`config.mk`:
```
export PLATFORM = sky130hd
export DESIGN_NAME = fetch_stage
export DESIGN_NICKNAME = d
export VERILOG_FILES = /design/src/rtl/cpu_pkg.sv /design/src/rtl/adder.sv /design/src/rtl/fetch_stage.sv
export SDC_FILE = /design/constraint.sdc
export NUM_CORES = 1
export LEC_CHECK = 0
export BUFFER_PORTS_ARGS = -buffer_cell sky130_fd_sc_hd__buf_4
export CAP_MARGIN = 20
export CORE_MARGIN = 4
export CORE_UTILIZATION = 46
export DETAILED_ROUTE_END_ITERATION = 10
export MAX_ROUTING_LAYER = met4
export PLACE_DENSITY_LB_ADDON = 0.12
export SLEW_MARGIN = 20
export SYNTH_ARGS = -nofsm -noshare
export SYNTH_HDL_FRONTEND = slang
export SYNTH_SLANG_ARGS = --single-unit
```
`constraint.sdc`:
```
create_clock -name clk -period 1.8 [get_ports clk]
set_input_delay 0.27 -clock clk [delete_from_list [all_inputs] [get_ports clk]]
set_output_delay 0.27 -clock clk [all_outputs]
set_load 0.005 [all_outputs]
```
`src/rtl/cpu_pkg.sv`:
```
// Shared CPU definitions: datapath widths, the bubble encoding and the fetch FSM state type.
package cpu_pkg;
  localparam int ADDR_W = 16;
  localparam int INSTR_W = 16;
  localparam logic [INSTR_W-1:0] NOP_INSTR = 16'h0000;

  typedef enum logic {
    FILL = 1'b0,
    RUN  = 1'b1
  } fetch_state_t;
endpackage

```
`src/rtl/adder.sv`:
```
// Plain W-bit modulo adder; the carry out is intentionally dropped.
module adder #(
  parameter int W = 16
) (
  input  logic [W-1:0] a,
  input  logic [W-1:0] b,
  output logic [W-1:0] sum
);
  assign sum = a + b;
endmodule

```
`src/rtl/fetch_stage.sv`:
```
// Instruction fetch stage feeding a one-cycle-latency synchronous ROM.
// Optional output redirect_count is built when FETCH_REDIRECT_COUNT_EN is defined.
module fetch_stage
  import cpu_pkg::*;
#(
  parameter logic [ADDR_W-1:0] RESET_PC = 16'h0000
) (
  input  logic               clk,
  input  logic               reset,
  input  logic               nop,
  input  logic               branch_taken,
  input  logic [ADDR_W-1:0]  branch_address,
  output logic [ADDR_W-1:0]  rom_address,
  input  logic [INSTR_W-1:0] rom_q,
  output logic [ADDR_W-1:0]  pc_decode,
  output logic [INSTR_W-1:0] instruction_out,
  output logic               valid_out
`ifdef FETCH_REDIRECT_COUNT_EN
  ,
  output logic [15:0]        redirect_count
`endif
);

  fetch_state_t       state_reg, state_next;
  logic [ADDR_W-1:0]  pc_fetch_reg, pc_fetch_next;
  logic [ADDR_W-1:0]  pc_pend_reg, pc_pend_next;
  logic [ADDR_W-1:0]  pc_decode_reg, pc_decode_next;
  logic [INSTR_W-1:0] instr_reg, instr_next;
  logic               valid_reg, valid_next;
  logic [ADDR_W-1:0]  pc_inc;

  adder #(.W(ADDR_W)) u_pc_inc (
    .a   (pc_fetch_reg),
    .b   (16'd1),
    .sum (pc_inc)
  );

  always_ff @(posedge clk) begin
    if (reset) begin
      state_reg     <= FILL;
      pc_fetch_reg  <= RESET_PC;
      pc_pend_reg   <= RESET_PC;
      pc_decode_reg <= '0;
      instr_reg     <= NOP_INSTR;
      valid_reg     <= 1'b0;
    end else begin
      state_reg     <= state_next;
      pc_fetch_reg  <= pc_fetch_next;
      pc_pend_reg   <= pc_pend_next;
      pc_decode_reg <= pc_decode_next;
      instr_reg     <= instr_next;
      valid_reg     <= valid_next;
    end
  end

  always_comb begin
    state_next     = state_reg;
    pc_fetch_next  = pc_fetch_reg;
    pc_pend_next   = pc_pend_reg;
    pc_decode_next = pc_decode_reg;
    instr_next     = instr_reg;
    valid_next     = valid_reg;
    // While stalled in RUN, keep re-reading the pending word so rom_q stays valid.
    rom_address    = (state_reg == RUN && nop) ? pc_pend_reg : pc_fetch_reg;

    if (branch_taken) begin
      pc_fetch_next = branch_address;
      state_next    = FILL;
      instr_next    = NOP_INSTR;
      valid_next    = 1'b0;
    end else if (state_reg == FILL) begin
      // A stall during FILL holds everything; advancing to RUN with pc_pend equal
      // to pc_fetch would deliver the target word twice.
      if (!nop) begin
        pc_pend_next  = pc_fetch_reg;
        pc_fetch_next = pc_inc;
        state_next    = RUN;
      end
    end else if (!nop) begin
      instr_next     = rom_q;
      pc_decode_next = pc_pend_reg;
      valid_next     = 1'b1;
      pc_pend_next   = pc_fetch_reg;
      pc_fetch_next  = pc_inc;
    end
  end

  assign pc_decode       = pc_decode_reg;
  assign instruction_out = instr_reg;
  assign valid_out       = valid_reg;

`ifdef FETCH_REDIRECT_COUNT_EN
  logic [15:0] redirect_count_reg;

  always_ff @(posedge clk) begin
    if (reset) begin
      redirect_count_reg <= '0;
    end else if (branch_taken && redirect_count_reg != 16'hFFFF) begin
      redirect_count_reg <= redirect_count_reg + 16'd1;
    end
  end

  assign redirect_count = redirect_count_reg;
`endif

endmodule

```
==> impl_metrics.json <==
{
  "synth_area_um2": 2813,
  "wl_per_cell_um": 14.43,
  "slew_headroom": 0.6311,
  "coreArea_um2": 5921,
  "cellLeakagePower_nw": 1.498,
  "vdd_ir_drop_max_mv": 0.5434,
  "drv_slew": 0,
  "path_delay_family": "multiplexers",
  "layout_min_cycle_time_ns": 1.700,
  "hold_ws_ns": 0.1814,
  "nets": 478,
  "synth_edf_count": 0,
  "max-clock-path-buffers": 2,
  "areaGrowthSynthToFinish_pct": 35.23,
  "grt_use_total": 0.2137,
  "ys_types": 32,
  "postSynthCellCount": 354,
  "finalHoldViolations": 0,
  "worstPathMaxFanout": 16,
  "synth_seq_area_share": 0.4698,
  "final.setup_skew_ns": 0.01004,
  "syn-num-nets": 391,
  "hp-class": "input port to register",
  "cts_tree": "yes",
  "port_buffers": 84,
  "status": "complete, no violations",
  "setup_ws_ns": 0.09982,
  "startpoint_type": "register",
  "maxCapViolCount": 0,
  "dp_hpwl_um": 5240,
  "vias_per_cell": 5.152,
  "dr_total_vias": 2684,
  "die-height_um": 86.20,
  "drtIter0Drc": 168,
  "antennaDiodeCount": 0,
  "drive_gt1_frac": 0.3274,
  "powerDensity_nw_per_um2": 826.2,
  "post_cts_buffers": 0,
  "synthFlopType": "dfxtp_1",
  "holdPathEnd": "instruction_out[1]$_SDFFE_PP0P_",
  "critPathMaxStageDelay_ns": 0.36,
  "hp-start": "rom_q[1]",
  "cts_hold_buffers": 0,
  "rsz0062_at_grt": "no",
  "cts_max_level": 3,
  "gp_congestion": 0.8583,
  "drc": 0,
  "power.total_w": 0.003143,
  "timing.rr.start": "pc_fetch_reg[6]$_SDFFE_PP0P_",
  "max_slew.worst_pin.slew_ns": 0.5520,
  "cp-end-kind": "output port",
  "antenna_found_initial": 0,
  "clk_latency_ns": 0.33,
  "firstDrtPassIters": 4,
  "arrival_ns": 1.43,
  "min_path_cells": 3,
  "worstPathCellList": "nand2_1 -> buf_12 -> mux2_2 -> buf_4",
  "rows": 28,
  "fp.dieArea_um2": 7430,
  "max_freq_ghz": 0.5882,
  "clock_sinks": 66,
  "cts_root_buffer": "clkbuf_8",
  "die_width_um": 86.20,
  "setup_viol": 0,
  "grt_pass1_vias": 2570,
  "crit_type": "register to output port",
  "r2r_end": "pc_fetch_reg[11]$_SDFFE_PP0P_",
  "antenna_left": 0,
  "synthArstFlopShare": 0,
  "critPathBufInv": 2,
  "synth_seq_cells": 66,
  "pin_count": 85,
  "cts_inserted_buffers": 9,
  "worstPathRequired_ns": 1.53,
  "grt_pass1_wl_um": 12160,
  "place_ws_ns": -0.001513,
  "path_clk_slew_ns": 0.07,
  "crit_slowest_cell": "mux2_2",
  "initial_core_util": 0.4751,
  "overflow": 0,
  "cts_resized": 1,
  "wl_um": 7517,
  "yosysWarnings": 0,
  "rr_worst_depth": 4,
  "syn_avg_cell_area_um2": 7.945,
  "grt_start_max_net_pins": 41,
  "rrSetupSlack_ns": 0.1,
  "fin_crit_sh": 0.9445
}
-- how the worst max path moves through the flow --
stage                                       from  depth (start not counted)  slack, ns                       endpoint
floorplan           pc_fetch_reg[7]$_SDFFE_PP0P_                          5       0.09  pc_fetch_reg[11]$_SDFFE_PP0P_
global placement    pc_fetch_reg[0]$_SDFFE_PP0P_                          4       0.07  pc_fetch_reg[11]$_SDFFE_PP0P_
detailed placement  pc_fetch_reg[0]$_SDFFE_PP0P_                          4     -0.002  pc_fetch_reg[11]$_SDFFE_PP0P_
CTS                 pc_fetch_reg[0]$_SDFFE_PP0P_                          5       0.05  pc_fetch_reg[12]$_SDFFE_PP0P_
global route        pc_fetch_reg[6]$_SDFFE_PP0P_                          4       0.02  pc_fetch_reg[11]$_SDFFE_PP0P_
finish                      state_reg$_SDFF_PP0_                          4        0.1                 rom_address[1]
-- worst reg2reg max path, delay by kind of cell, from the launching register on --
kind	cells	cell delay (ns)
compound gates	1	0.24
simple gates	3	1.03
flops	1	0.36
-- cell usage in the layout, fill, tap and decap left out, types with 2 or more instances in the layout --
cell and instances:
mux2_2 16, a21oi_1 57, nand4_1 6, clkinvlp_4 3, or4_2 2, nand2b_1 2, a211oi_1 5, inv_1 2
o21ai_0 3, dfxtp_1 64, nor2_1 15, nand3_1 3, o221ai_1 2, or2_2 4, dfxtp_2 2, xnor2_1 10
nand2_1 109, buf_4 101, and3_1 3, a311oi_1 3, nor3_1 3, nor4_1 2, clkbuf_8 10, or3_1 3
-- area by class of cell --
| class | instances | area (um^2) |
|---|---|---|
| fill | 546 | 2117 |
| multi-input combinational | 260 | 1396 |
| sequential | 66 | 1324 |
| timing repair buffer | 102 | 778.2 |
| clock buffer | 10 | 137.6 |
| tap | 75 | 93.84 |
| clock inverter | 6 | 66.31 |
| inverter | 2 | 7.507 |
-- report_power, final --
group / leakage [nW] / switching (W) / internal, W / total (W)
clock: 0.0945 / 0.000582 / 0.000677 / 0.00126
sequential: 0.537 / 0.0000388 / 0.00150 / 0.00154
combinational: 0.867 / 0.000167 / 0.000178 / 0.000345
total: 1.50 / 0.000788 / 0.00235 / 0.00314
-- kinds of logic after synthesis --
family | count (synthesis) | share of synthesized area
fa+ha+maj | 1 | 0.004448
flops | 66 | 0.4698
compound gates | 72 | 0.1406
mux | 17 | 0.06761
simple gates | 160 | 0.2487
xor+xnor | 10 | 0.03114
buf+inv | 28 | 0.03781
-- per-stage QoR --
step | instance area (um^2) | std cells | TNS, ns | utilization
global route | 3804 | 521 | 0 | 0.6424
finish | 3804 | 521 | 0 | 0.6424
global placement | 3586 | 505 | 0 | 0.6057
detailed placement | 3586 | 505 | -0.001513 | 0.6057
CTS | 3795 | 521 | 0 | 0.6410
floorplan | 2813 | 354 | 0 | -
-- cells in the mapped netlist, types with 2 or more instances --
master    count  share of area
nand2b_1      2         0.0044
nor4_1        3         0.0067
or3_1         3         0.0067
nand3_1       4         0.0071
inv_1         2         0.0027
xnor2_1      10          0.031
nor2_1       15          0.020
or2_2         4         0.0089
nand4_1       6          0.013
o21ai_0       3         0.0053
a311oi_1      3         0.0093
mux2_2       16          0.064
dfxtp_1      66           0.47
nand2_1     109           0.15
and3_1        3         0.0067
a21oi_1      57           0.10
or4_2         2         0.0062
nor3_1        3         0.0053
a211oi_1      5          0.013
o221ai_1      2         0.0062
clkbuf_1     25          0.033
-- layer usage --
| layer | GRT usage | vias up | wire length (um) |
|---|---|---|---|
| met5 | - | - | 0 |
| met3 | 0.05323 | 6 | 440 |
| li1 | - | 1369 | - |
| met4 | 0.06941 | 0 | 52 |
| met2 | 0.3441 | 85 | 3718 |
| met1 | 0.2641 | 1224 | 3306 |
Note: power is estimated with default switching activity, not from simulation.
